==> src/rtl/uart_pkg.sv <==
// Shared definitions for the UART receive path: FSM state encodings, frame constants
// and the oversampling tick divisor helper.
package uart_pkg;

    localparam int OVERSAMPLE = 16;
    localparam int DATA_BITS  = 8;

    typedef logic [2:0] uart_state_t;

    localparam logic [2:0] ST_IDLE      = 3'd0;
    localparam logic [2:0] ST_START     = 3'd1;
    localparam logic [2:0] ST_DATA      = 3'd2;
    localparam logic [2:0] ST_PARITY    = 3'd3;
    localparam logic [2:0] ST_STOP      = 3'd4;
    localparam logic [2:0] ST_WAIT_IDLE = 3'd5;

    // Rounded clk/(baud*OVERSAMPLE).
    function automatic int uart_div(input int clk_hz, input int baud);
        return (clk_hz + baud * (OVERSAMPLE / 2)) / (baud * OVERSAMPLE);
    endfunction

endpackage

==> src/rtl/uart_rx_sync_fifo.sv <==
// First-word-fall-through receive FIFO; head is registered and holds its last value when empty.
module uart_rx_sync_fifo
    import uart_pkg::*;
#(
    parameter int DEPTH = 8,
    parameter int WIDTH = DATA_BITS
) (
    input  logic                       clk,
    input  logic                       rst_n,
    input  logic                       push,
    input  logic [WIDTH-1:0]           push_data,
    input  logic                       pop,
    output logic [WIDTH-1:0]           head,
    output logic                       empty,
    output logic                       full,
    output logic [$clog2(DEPTH+1)-1:0] level
);

    localparam int AW = $clog2(DEPTH);
    localparam int LW = $clog2(DEPTH + 1);

    logic [WIDTH-1:0] mem [DEPTH];
    logic [AW-1:0]    wr_ptr;
    logic [AW-1:0]    rd_ptr;
    logic [AW-1:0]    rd_next;
    logic [LW-1:0]    count;
    logic [LW-1:0]    count_next;
    logic             push_ok;
    logic             pop_ok;

    assign empty   = (count == '0);
    assign full    = (count == LW'(DEPTH));
    assign pop_ok  = pop && !empty;
    assign push_ok = push && (!full || pop_ok);
    assign level   = count;

    always_comb begin
        rd_next    = rd_ptr;
        count_next = count;
        if (pop_ok) begin
            rd_next = rd_ptr + AW'(1);
        end
        case ({push_ok, pop_ok})
            2'b10:   count_next = count + LW'(1);
            2'b01:   count_next = count - LW'(1);
            default: count_next = count;
        endcase
    end

    always_ff @(posedge clk) begin
        if (push_ok) begin
            mem[wr_ptr] <= push_data;
        end
    end

    // Head register tracks the entry at the next read pointer, bypassing a write into an empty slot.
    always_ff @(posedge clk or negedge rst_n) begin
        if (!rst_n) begin
            wr_ptr <= '0;
            rd_ptr <= '0;
            count  <= '0;
            head   <= '0;
        end else begin
            if (push_ok) begin
                wr_ptr <= wr_ptr + AW'(1);
            end
            rd_ptr <= rd_next;
            count  <= count_next;
            if (count_next != '0) begin
                head <= (push_ok && (wr_ptr == rd_next)) ? push_data : mem[rd_next];
            end
        end
    end

endmodule

==> src/rtl/uart_rx_fifo_ctrl.sv <==
// UART receiver: rx synchroniser, 16x oversampling frame recovery and FWFT byte FIFO.
// Optional parity checking is enabled by defining UART_RX_PARITY_EN.
module uart_rx_fifo_ctrl
    import uart_pkg::*;
#(
    parameter int CLK_HZ     = 50_000_000,
    parameter int BAUD       = 115_200,
    parameter int FIFO_DEPTH = 8,
    parameter int PARITY_ODD = 0
) (
    input  logic                            i_clk_50mhz,
    input  logic                            i_reset_n,
    input  logic                            i_rx,
    output logic [7:0]                      o_data,
    output logic                            o_valid,
    input  logic                            i_ready,
    output logic [$clog2(FIFO_DEPTH+1)-1:0] o_level,
    output logic                            o_frame_err,
    output logic                            o_overrun,
    output logic                            o_parity_err,
    output logic [2:0]                      o_state
);

    localparam int DIV = uart_div(CLK_HZ, BAUD);
    localparam int TW  = (DIV > 1) ? $clog2(DIV) : 1;

    if (FIFO_DEPTH < 2 || (FIFO_DEPTH & (FIFO_DEPTH - 1)) != 0 ||
        PARITY_ODD < 0 || PARITY_ODD > 1 || DIV < 1) begin : g_param_check
        $error("uart_rx_fifo_ctrl: illegal parameter combination");
    end

    logic              rx_meta;
    logic              rx_s;
    logic [TW-1:0]     tick_cnt;
    logic              tick;
    logic [2:0]        state;
    logic [3:0]        os_cnt;
    logic [2:0]        bit_cnt;
    logic [7:0]        shreg;
    logic              mid_sample;
    logic              stop_sample;
    logic              push_req;
    logic              frame_hit;
    logic              par_hit;
    logic              fifo_empty;
    logic              fifo_full;
    logic              pop;

    always_ff @(posedge i_clk_50mhz or negedge i_reset_n) begin
        if (!i_reset_n) begin
            rx_meta <= 1'b1;
            rx_s    <= 1'b1;
        end else begin
            rx_meta <= i_rx;
            rx_s    <= rx_meta;
        end
    end

    always_ff @(posedge i_clk_50mhz or negedge i_reset_n) begin
        if (!i_reset_n) begin
            tick_cnt <= '0;
        end else if (state == ST_IDLE || tick_cnt == TW'(DIV - 1)) begin
            tick_cnt <= '0;
        end else begin
            tick_cnt <= tick_cnt + TW'(1);
        end
    end

    assign tick = (state != ST_IDLE) && (tick_cnt == TW'(DIV - 1));

    // START samples at half a bit; every later state samples one full bit after the previous sample.
    assign mid_sample  = tick && (os_cnt == ((state == ST_START) ? 4'(OVERSAMPLE / 2 - 1)
                                                                  : 4'(OVERSAMPLE - 1)));
    assign stop_sample = (state == ST_STOP) && mid_sample;
    assign pop         = !fifo_empty && i_ready;

`ifdef UART_RX_PARITY_EN
    logic par_bad;

    assign push_req  = stop_sample && rx_s && !par_bad;
    assign frame_hit = stop_sample && !rx_s && !par_bad;
    assign par_hit   = stop_sample && par_bad;
`else
    assign push_req  = stop_sample && rx_s;
    assign frame_hit = stop_sample && !rx_s;
    assign par_hit   = 1'b0;
`endif

    always_ff @(posedge i_clk_50mhz or negedge i_reset_n) begin
        if (!i_reset_n) begin
            state   <= ST_IDLE;
            os_cnt  <= '0;
            bit_cnt <= '0;
            shreg   <= '0;
`ifdef UART_RX_PARITY_EN
            par_bad <= 1'b0;
`endif
        end else begin
            if (state != ST_IDLE && tick) begin
                os_cnt <= mid_sample ? 4'd0 : os_cnt + 4'd1;
            end
            case (state)
                ST_IDLE: begin
                    os_cnt  <= '0;
`ifdef UART_RX_PARITY_EN
                    par_bad <= 1'b0;
`endif
                    if (!rx_s) begin
                        state <= ST_START;
                    end
                end
                ST_START: begin
                    if (mid_sample) begin
                        bit_cnt <= '0;
                        state   <= rx_s ? ST_IDLE : ST_DATA;
                    end
                end
                ST_DATA: begin
                    if (mid_sample) begin
                        shreg   <= {rx_s, shreg[7:1]};
                        bit_cnt <= bit_cnt + 3'd1;
                        if (bit_cnt == 3'(DATA_BITS - 1)) begin
`ifdef UART_RX_PARITY_EN
                            state <= ST_PARITY;
`else
                            state <= ST_STOP;
`endif
                        end
                    end
                end
`ifdef UART_RX_PARITY_EN
                ST_PARITY: begin
                    if (mid_sample) begin
                        par_bad <= ((^shreg) ^ rx_s) != PARITY_ODD[0];
                        state   <= ST_STOP;
                    end
                end
`endif
                ST_STOP: begin
                    if (mid_sample) begin
                        state <= rx_s ? ST_IDLE : ST_WAIT_IDLE;
                    end
                end
                ST_WAIT_IDLE: begin
                    if (rx_s) begin
                        state <= ST_IDLE;
                    end
                end
                default: state <= ST_IDLE;
            endcase
        end
    end

    always_ff @(posedge i_clk_50mhz or negedge i_reset_n) begin
        if (!i_reset_n) begin
            o_frame_err  <= 1'b0;
            o_overrun    <= 1'b0;
            o_parity_err <= 1'b0;
        end else begin
            o_frame_err  <= frame_hit;
            o_overrun    <= push_req && fifo_full && !pop;
            o_parity_err <= par_hit;
        end
    end

    uart_rx_sync_fifo #(
        .DEPTH (FIFO_DEPTH),
        .WIDTH (8)
    ) u_fifo (
        .clk       (i_clk_50mhz),
        .rst_n     (i_reset_n),
        .push      (push_req),
        .push_data (shreg),
        .pop       (pop),
        .head      (o_data),
        .empty     (fifo_empty),
        .full      (fifo_full),
        .level     (o_level)
    );

    assign o_valid = !fifo_empty;
    assign o_state = state;

endmodule

==> config.mk <==
export PLATFORM = sky130hd
export DESIGN_NAME = uart_rx_fifo_ctrl
export DESIGN_NICKNAME = d
export VERILOG_FILES = /design/src/rtl/uart_pkg.sv /design/src/rtl/uart_rx_sync_fifo.sv /design/src/rtl/uart_rx_fifo_ctrl.sv
export SDC_FILE = /design/constraint.sdc
export NUM_CORES = 1
export LEC_CHECK = 0
export ABC_AREA = 1
export CAP_MARGIN = 20
export CORE_UTILIZATION = 40
export DETAILED_ROUTE_END_ITERATION = 8
export GPL_TIMING_DRIVEN = 0
export MAX_ROUTING_LAYER = met4
export PLACE_DENSITY = 0.64
export SLEW_MARGIN = 20
export SYNTH_ARGS = -nofsm -noshare
export SYNTH_HDL_FRONTEND = slang
export SYNTH_SLANG_ARGS = --single-unit
==> constraint.sdc <==
create_clock -name i_clk_50mhz -period 5.3 [get_ports i_clk_50mhz]
set_input_delay 1.06 -clock i_clk_50mhz [delete_from_list [all_inputs] [get_ports i_clk_50mhz]]
set_output_delay 1.06 -clock i_clk_50mhz [all_outputs]
set_load 0.1 [all_outputs]
==> results of run 1 <==
==> kinds of logic after synthesis <==
family | count (synthesis) | share of synthesized area, %
AND/OR/NAND/NOR | 283 | 28.6
buffers and inverters | 114 | 8.58
flip-flops | 109 | 56.1
AO/OA/AOI/OAI | 26 | 3.36
adder cells (fa/ha/maj) | 8 | 1.84
XOR/XNOR | 6 | 1.31
other | 1 | 0.0689
multiplexers | 1 | 0.207
==> layer usage <==
metal / track usage (%) / vias up
met5: - / -
met3: 4.78 / 26
li1: - / 1841
met4: 6.41 / 0
met1: 21.1 / 1733
met2: 27.3 / 80
==> registers in the layout, indices dropped and copies added, names as in the netlist, 3 cells and up <==
register	count
u_fifo.head	8
u_fifo.level	4
o_state	3
os_cnt	4
u_fifo.mem	64
u_fifo.wr_ptr	3
bit_cnt	3
shreg	8
u_fifo.rd_ptr	3
tick_cnt	5
==> worst max-delay path: stages, from the launching register on <==
cell	delay, ns
sky130_fd_sc_hd__dfrtp_1	0.46
sky130_fd_sc_hd__nor3_4	0.33
sky130_fd_sc_hd__nand2_4	0.12
sky130_fd_sc_hd__clkdlybuf4s50_1	0.99
==> final cells by class <==
class / instances / area [um^2] / share of cell area, %
buffer: 10 / 61.3 / 0.990
tap: 176 / 220 / 3.56
timing repair buffer: 23 / 230 / 3.72
clock inverter: 3 / 13.8 / 0.222
multi-input combinational: 325 / 1960 / 31.6
inverter: 104 / 405 / 6.55
clock buffer: 13 / 250 / 4.04
sequential: 109 / 3050 / 49.3
==> cell usage after synthesis, types with 3 or more instances <==
library cell and n:
sky130_fd_sc_hd__ha_1 8, sky130_fd_sc_hd__nor2_1 11, sky130_fd_sc_hd__inv_2 3, sky130_fd_sc_hd__nand3_1 84
sky130_fd_sc_hd__o21ai_0 9, sky130_fd_sc_hd__nand2_1 132, sky130_fd_sc_hd__nor2_8 5, sky130_fd_sc_hd__nor3_1 9
sky130_fd_sc_hd__buf_4 5, sky130_fd_sc_hd__xor2_1 3, sky130_fd_sc_hd__edfxtp_1 64, sky130_fd_sc_hd__inv_1 97
sky130_fd_sc_hd__nand2_2 8, sky130_fd_sc_hd__dfrtp_1 43, sky130_fd_sc_hd__a21oi_1 8, sky130_fd_sc_hd__nand3_2 9
sky130_fd_sc_hd__buf_2 4, sky130_fd_sc_hd__nand2_4 12
==> cell usage in the layout, fill, tap and decap left out, types with 3 or more instances in the layout <==
| cell | count |
|---|---|
| sky130_fd_sc_hd__nor3_2 | 7 |
| sky130_fd_sc_hd__nor2_1 | 11 |
| sky130_fd_sc_hd__edfxtp_1 | 64 |
| sky130_fd_sc_hd__dfrtp_1 | 43 |
| sky130_fd_sc_hd__a21oi_1 | 8 |
| sky130_fd_sc_hd__nand3_2 | 9 |
| sky130_fd_sc_hd__nand2_2 | 8 |
| sky130_fd_sc_hd__buf_4 | 5 |
| sky130_fd_sc_hd__o21ai_0 | 9 |
| sky130_fd_sc_hd__buf_2 | 6 |
| sky130_fd_sc_hd__clkbuf_16 | 9 |
| sky130_fd_sc_hd__xor2_1 | 3 |
| sky130_fd_sc_hd__clkdlybuf4s50_1 | 20 |
| sky130_fd_sc_hd__nand2_1 | 132 |
| sky130_fd_sc_hd__inv_1 | 97 |
| sky130_fd_sc_hd__inv_2 | 3 |
| sky130_fd_sc_hd__ha_1 | 8 |
| sky130_fd_sc_hd__nand2_4 | 12 |
| sky130_fd_sc_hd__nand3_1 | 84 |
| sky130_fd_sc_hd__clkbuf_1 | 4 |
| sky130_fd_sc_hd__nor2_8 | 5 |
==> how the worst max path moves through the flow <==
stage                         start                to  slack, ns  cells after the start
floorplan                o_state[1]  u_fifo.mem[4][0]       2.19                      7
global placement            i_ready  u_fifo.mem[0][4]       1.33                      6
detailed placement          i_ready  u_fifo.mem[6][5]       1.70                      7
CTS                 u_fifo.level[2]           o_valid       1.98                      3
global route        u_fifo.level[2]           o_valid       1.94                      3
finish              u_fifo.level[1]           o_valid       1.99                      3
==> stage by stage <==
stage                     hold slack [ns]  cells  instance area (um^2)  power, mW  util, %
after CTS                           0.357    763                  6190       3.05     46.7
after global placement              0.346    745                  5870       2.41     44.3
after detailed placement            0.348    747                  5930       2.43     44.7
final                               0.357    763                  6190       3.03     46.7
after global routing                0.364    763                  6190       3.22     46.7
after floorplan                     0.345    548                  5440       2.11        -
==> report_power, final <==
group	internal (mW)	leakage [nW]	switching (mW)
logic	0.401	1.38	1.01
registers	0.954	1.30	0.0543
clock network	0.329	0.131	0.284
total	1.68	2.81	1.35
==> summary.json, run 1 <==
{
  "number_of_placement_rows": {"value": 42},
  "clk_pin_slew_worst_paths": {"value": 0.07, "unit": "ns"},
  "clock_tree.htree_level_count": {"value": 3},
  "ioPinCount": {"value": 23},
  "cp-start-kind": {"value": "flop"},
  "tritoncts_sinks": {"value": 109},
  "ys_dominant_reg_cell": {"value": "sky130_fd_sc_hd__edfxtp_1"},
  "estimated_wirelength_of_the_detail_placed_design": {"value": 7620, "unit": "um"},
  "critPathCaptureType": {"value": "output pin"},
  "met2_wirelength": {"value": 5070, "unit": "um"},
  "vdd_ir_drop_max": {"value": 0.173, "unit": "mV"},
  "rr_worst_depth": {"value": 8},
  "clock_insertion_delay_worst_skew": {"value": 0.35, "unit": "ns"},
  "postRouteAntennaNets": {"value": 0},
  "met3WireLength": {"value": 554, "unit": "um"},
  "report.final.hold_viol_count": {"value": 0},
  "worstHoldEndpoint": {"value": "rx_s"},
  "post-route-drc-count": {"value": 0},
  "cts_post_setup_buffers_inserted": {"value": 0},
  "synth.distinct_cells": {"value": 41},
  "tritoncts_buffers": {"value": 9},
  "areaGrowthSynthToFinish": {"value": 13.8, "unit": "%"},
  "grt_antenna_before_repair": {"value": 0},
  "regToRegSetupSlack": {"value": 2.56, "unit": "ns"},
  "synth_top_cell_area_share": {"value": 35.3, "unit": "%"},
  "synth-seq-cells": {"value": 109},
  "netlist_top_cells_area": {"value": "sky130_fd_sc_hd__edfxtp_1 (35%), sky130_fd_sc_hd__dfrtp_1 (20%), sky130_fd_sc_hd__nand2_1 (9.1%)"},
  "num-fill-cells": {"value": 1234},
  "final_critical_path_setup_slack": {"value": 1.99, "unit": "ns"},
  "synth-seq-area-share": {"value": 56.1, "unit": "%"},
  "timing.slew.headroom": {"value": 34.4, "unit": "%"},
  "length_of_routed_wiring_on_met1": {"value": 4980, "unit": "um"},
  "worst-path-max-fanout": {"value": 5},
  "grt_pass1_vias": {"value": 3630},
  "power.leakage": {"value": 2.81, "unit": "nW"},
  "timing.critical_path.arrival": {"value": 2.25, "unit": "ns"},
  "clock_buffer_depth": {"value": 2},
  "port-buffer-count": {"value": 21},
  "timing_worst_setup_path_type": {"value": "flop to output pin"},
  "power-per-cell-area": {"value": 490, "unit": "nW/um^2"},
  "yosysTopAreaCell": {"value": "sky130_fd_sc_hd__edfxtp_1"},
  "worstHoldPathType": {"value": "flop to flop"},
  "first_pass_grt_wire_length": {"value": 18100, "unit": "um"},
  "setup_tns_final": {"value": 0, "unit": "ns"},
  "dr.max_layer_used": {"value": "met4"},
  "yosysWarnings": {"value": 0},
  "number_of_enable_type_register_cells_in_the_synthesized_netlist": {"value": 64},
  "grt-ovfl-total": {"value": 0},
  "tritoncts": {"value": "built"},
  "syn-mean-instance-area": {"value": 9.93, "unit": "um^2"},
  "drtIter0Drc": {"value": 251},
  "grt_start_max_net_pins": {"value": 30},
  "drt-vias-per-instance": {"value": 4.82},
  "layout_min_cycle_time": {"value": 3.31, "unit": "ns"},
  "start_util": {"value": 41.1, "unit": "%"},
  "routed_wire_length_per_instance": {"value": 14.2, "unit": "um"},
  "min_period_over_period": {"value": 62.4, "unit": "%"},
  "slew_at_the_pin_closest_to_its_max_slew_limit": {"value": 0.982, "unit": "ns"},
  "gp_congestion": {"value": 0.818},
  "finalSetupViolations": {"value": 0},
  "status": {"value": "finished, final reports clean"},
  "die_width": {"value": 119, "unit": "um"},
  "clock.fmax": {"value": 0.302, "unit": "GHz"},
  "groute.usage.overall": {"value": 17.3, "unit": "%"},
  "syn_area": {"value": 5440, "unit": "um^2"},
  "async_reset_ff_share": {"value": 41.3, "unit": "%"},
  "regToRegEndpoint": {"value": "u_fifo.mem[6][3]"},
  "fp.dieArea": {"value": 14100, "unit": "um^2"},
  "core-area": {"value": 13200, "unit": "um^2"},
  "cts_resized": {"value": 0},
  "routed-via-count": {"value": 3680},
  "worst_slack_after_detailed_placement": {"value": 1.70, "unit": "ns"},
  "critical_path_required": {"value": 4.24, "unit": "ns"},
  "insertedDiodeCount": {"value": 0},
  "setup_repair_after_global_routing_missed_its_margin": {"value": "no"},
  "drv.max_cap_violation_count": {"value": 0},
  "synth_fp_nets": {"value": 560},
  "cts-hold-fix-buffers": {"value": 0},
  "post_route_cells_drive_above_1_share": {"value": 15.5, "unit": "%"},
  "slew_viol_final": {"value": 0},
  "design.final.nets": {"value": 594},
  "worst_r2r_startpoint": {"value": "tick_cnt[0]"},
  "fin_worst_skew": {"value": 0.0107, "unit": "ns"},
  "cts.root.buffer_cell": {"value": "sky130_fd_sc_hd__clkbuf_16"},
  "hold_path_startpoint": {"value": "rx_meta"},
  "synthCells": {"value": 548},
  "route.final.wire_length": {"value": 10900, "unit": "um"},
  "dieHeight": {"value": 119, "unit": "um"},
  "hold_depth": {"value": 0},
  "firstDrtPassIters": {"value": 5}
}
(Power assumes the default switching activity.)
==> run 2, diff against run 1 <==
--- a/config.mk
+++ b/config.mk
@@ -11,7 +11,7 @@
 export DETAILED_ROUTE_END_ITERATION = 8
 export GPL_TIMING_DRIVEN = 0
 export MAX_ROUTING_LAYER = met4
-export PLACE_DENSITY = 0.64
+export PLACE_DENSITY = 0.67
 export SLEW_MARGIN = 20
 export SYNTH_ARGS = -nofsm -noshare
 export SYNTH_HDL_FRONTEND = slang
==> constraint.sdc (replaced) <==
create_clock -name i_clk_50mhz -period 2.66 [get_ports i_clk_50mhz]
set_input_delay 0.532 -clock i_clk_50mhz [delete_from_list [all_inputs] [get_ports i_clk_50mhz]]
set_output_delay 0.532 -clock i_clk_50mhz [all_outputs]
set_load 0.1 [all_outputs]
==> summary.json, run 2 (synthesis results as in run 1) <==
{
  "status": {"value": "finished, final reports clean"},
  "largest_register_ff_count": {"value": 64, "change": "unchanged"},
  "tritoncts_buffers": {"value": 9, "change": "unchanged"},
  "timing.critical_path.arrival": {"value": 2.58, "unit": "ns", "change": "+0.33 ns"},
  "ioPinCount": {"value": 23, "change": "unchanged"},
  "drtIter0Drc": {"value": 218, "change": "-13%"},
  "critical_path_required": {"value": 2.63, "unit": "ns", "change": "-1.61 ns"},
  "routed_wire_length_per_instance": {"value": 14.2, "unit": "um", "change": "about the same"},
  "clock_tree.htree_level_count": {"value": 3, "change": "unchanged"},
  "crit_buf_inv": {"value": 3, "change": "+2"},
  "start_util": {"value": 41.1, "unit": "%", "change": "unchanged"},
  "design.final.nets": {"value": 596, "change": "+0.34%"},
  "groute.usage.overall": {"value": 16.8, "unit": "%", "change": "-0.47 points"},
  "worst-path-max-fanout": {"value": 8, "change": "+3"},
  "critical_path.max_stage_delay": {"value": 0.63, "unit": "ns", "change": "-0.36 ns"},
  "top_register": {"value": "u_fifo.mem"},
  "dieHeight": {"value": 119, "unit": "um", "change": "unchanged"},
  "drv.max_cap_violation_count": {"value": 0, "change": "unchanged"},
  "multi_input_comb_area": {"value": 2020, "unit": "um^2", "change": "+2.9%"},
  "route.final.wire_length": {"value": 10900, "unit": "um", "change": "+0.18%"},
  "timing.slew.headroom": {"value": 34.4, "unit": "%", "change": "+0.041 points"},
  "min_period_over_period": {"value": 98.1, "unit": "%"},
  "report.final.hold_viol_count": {"value": 0, "change": "unchanged"},
  "num-fill-cells": {"value": 1219, "change": "-1.2%"},
  "insertedDiodeCount": {"value": 0, "change": "unchanged"},
  "core-area": {"value": 13200, "unit": "um^2", "change": "unchanged"},
  "hold-worst-slack": {"value": 0.0896, "unit": "ns", "change": "-0.268 ns"},
  "port-buffer-count": {"value": 21, "change": "unchanged"},
  "first_pass_grt_wire_length": {"value": 17700, "unit": "um", "change": "-2.2%"},
  "gp_congestion": {"value": 0.825, "change": "+0.79%"},
  "grt_antenna_before_repair": {"value": 0, "change": "unchanged"},
  "setup_tns_final": {"value": 0, "unit": "ns", "change": "unchanged"},
  "finalSetupViolations": {"value": 0, "change": "unchanged"},
  "areaGrowthSynthToFinish": {"value": 15.5, "unit": "%"},
  "grt_start_max_net_pins": {"value": 32, "change": "+6.7%"},
  "final_cell_mix": {"value": "sky130_fd_sc_hd__nand2_1 (131), sky130_fd_sc_hd__inv_1 (96), sky130_fd_sc_hd__nand3_1 (84), sky130_fd_sc_hd__edfxtp_1 (64), sky130_fd_sc_hd__dfrtp_1 (36)"},
  "tritoncts_sinks": {"value": 109, "change": "unchanged"},
  "crit_chain": {"value": "clkdlybuf4s50_1 > inv_2 > nand3_1 > nand4_4 > inv_1 > nand2_1 > nor3_2"},
  "critical-path-slowest-cell": {"value": "sky130_fd_sc_hd__nor3_2"},
  "layout.area.seq": {"value": 3060, "unit": "um^2", "change": "+0.29%"},
  "post-route-drc-count": {"value": 0, "change": "unchanged"},
  "vdd_ir_drop_max": {"value": 0.454, "unit": "mV", "change": "+160%"},
  "critPathCaptureType": {"value": "flop"},
  "cp-start-kind": {"value": "input pin"},
  "postPlaceCellArea": {"value": 5920, "unit": "um^2", "change": "about the same"},
  "clock.fmax": {"value": 0.383, "unit": "GHz"},
  "firstDrtPassIters": {"value": 5, "change": "unchanged"},
  "regToRegSetupSlack": {"value": 0.14, "unit": "ns", "change": "-2.42 ns"},
  "slew_at_the_pin_closest_to_its_max_slew_limit": {"value": 0.981, "unit": "ns", "change": "-0.000617 ns"},
  "tritoncts": {"value": "built"},
  "postRouteAntennaNets": {"value": 0, "change": "unchanged"},
  "estimated_wirelength_of_the_detail_placed_design": {"value": 7600, "unit": "um", "change": "-0.16%"},
  "drt-vias-per-instance": {"value": 4.88, "change": "+1.2%"},
  "fin_worst_skew": {"value": 0.00912, "unit": "ns", "change": "-0.00160 ns"},
  "grt_pass1_vias": {"value": 3558, "change": "-2.0%"},
  "critPathTopFamily": {"value": "simple AND/OR/NAND/NOR gates"},
  "mostFrequentLayoutCell": {"value": "sky130_fd_sc_hd__nand2_1"},
  "die_width": {"value": 119, "unit": "um", "change": "unchanged"},
  "grt-ovfl-total": {"value": 0, "change": "unchanged"},
  "slew_viol_final": {"value": 0, "change": "unchanged"},
  "routed-via-count": {"value": 3733, "change": "+1.4%"},
  "clk_pin_slew_worst_paths": {"value": 0.07, "unit": "ns", "change": "about the same"},
  "clock_buffer_depth": {"value": 2, "change": "unchanged"},
  "worstHoldPathType": {"value": "input pin to asynchronous set/reset pin"},
  "postLayoutCoreUtil": {"value": 47.4, "unit": "%", "change": "+0.71 points"},
  "power.leakage": {"value": 2.84, "unit": "nW", "change": "+0.81%"},
  "timing_worst_setup_path_type": {"value": "input pin to flop"},
  "clock_insertion_delay_worst_skew": {"value": 0.35, "unit": "ns", "change": "about the same"},
  "post_route_cells_drive_above_1_share": {"value": 17.5, "unit": "%", "change": "+2.0 points"},
  "fp.dieArea": {"value": 14100, "unit": "um^2", "change": "unchanged"},
  "setup_repair_after_global_routing_missed_its_margin": {"value": "yes"},
  "number_of_placement_rows": {"value": 42, "change": "unchanged"},
  "layout_min_cycle_time": {"value": 2.61, "unit": "ns"},
  "cts.root.buffer_cell": {"value": "sky130_fd_sc_hd__clkbuf_16"},
  "power-per-cell-area": {"value": 979, "unit": "nW/um^2", "change": "+100%"},
  "final_critical_path_setup_slack": {"value": 0.0504, "unit": "ns", "change": "-1.94 ns"},
  "worst_slack_after_detailed_placement": {"value": -0.688, "unit": "ns", "change": "-2.39 ns"},
  "final_cell_area": {"value": 6280, "unit": "um^2", "change": "+1.5%"},
  "biggestRegsByFlops": {"value": "u_fifo.mem (64), shreg (8), u_fifo.head (8)"}
}
-- run 2: changes by cell type in the layout (fill, tap and decap cells not counted), sizes merged --
cell           previous run  this run
buf                      12        13
bufinv                    0         1
clkbuf                   14        11
clkdlybuf4s50            20        19
clkinv                    3         4
clkinvlp                  0         1
dlygate4sd2               0         1
nor2                     18        19
-- run 2: worst paths after layout --
path,cells past startpoint,endpoint,start
worst min-delay path,1,u_fifo.level[1],i_reset_n
min in group i_clk_50mhz,0,rx_s,rx_meta
worst min register to register,0,rx_s,rx_meta
worst max-delay path,7,u_fifo.mem[5][6],i_ready
max in group asynchronous,2,rx_s,i_reset_n
worst max register to register,8,u_fifo.mem[5][6],tick_cnt[0]
-- run 2: worst reg2reg max path: stages, from the launching register on --
cell and delay (ns):
sky130_fd_sc_hd__dfrtp_1 0.41, sky130_fd_sc_hd__inv_1 0.07, sky130_fd_sc_hd__ha_1 0.19, sky130_fd_sc_hd__nand4_4 0.17, sky130_fd_sc_hd__nor2_8 0.20, sky130_fd_sc_hd__nand4_4 0.16
sky130_fd_sc_hd__inv_1 0.15, sky130_fd_sc_hd__nand2_1 0.17, sky130_fd_sc_hd__nor3_2 0.63
-- run 2: power by group --
| part | internal, mW | leakage, nW | switching [mW] | total (mW) |
|---|---|---|---|---|
| sequential | 1.91 | 1.29 | 0.111 | 2.02 |
| combinational | 0.812 | 1.41 | 2.03 | 2.85 |
| clock | 0.719 | 0.135 | 0.568 | 1.29 |
| total | 3.44 | 2.84 | 2.71 | 6.15 |
-- run 2: final cells by class --
class	instances	share of cell area, %
clock inverters	6	0.856
repair buffers	24	3.80
flip-flops and latches	109	48.7
inverters	104	6.45
well taps	176	3.50
multi-input cells	326	32.1
plain buffers	10	0.976
clock buffers	10	3.64
-- run 2: timing repair --
action / CTS / global route
resized for setup: 6 / 5
hold buffers: 0 / 0
endpoints found under the setup margin: 30 / 48
setup buffers: 0 / 2
cloned: 0 / 1
pin swaps: 0 / 3
-- run 2: layer usage --
metal | up-vias | GRT usage, % | wire length (um)
met5 | - | - | 0
met4 | 0 | 6.88 | 170
met3 | 17 | 2.56 | 464
met2 | 83 | 27.2 | 5360
met1 | 1786 | 21.1 | 4880
li1 | 1847 | - | -
-- run 2: stage by stage --
stage	std cells	power, mW
global route	765	6.47
detailed placement	746	4.85
global placement	745	4.80
floorplan	548	4.21
CTS	762	6.15
finish	765	6.15
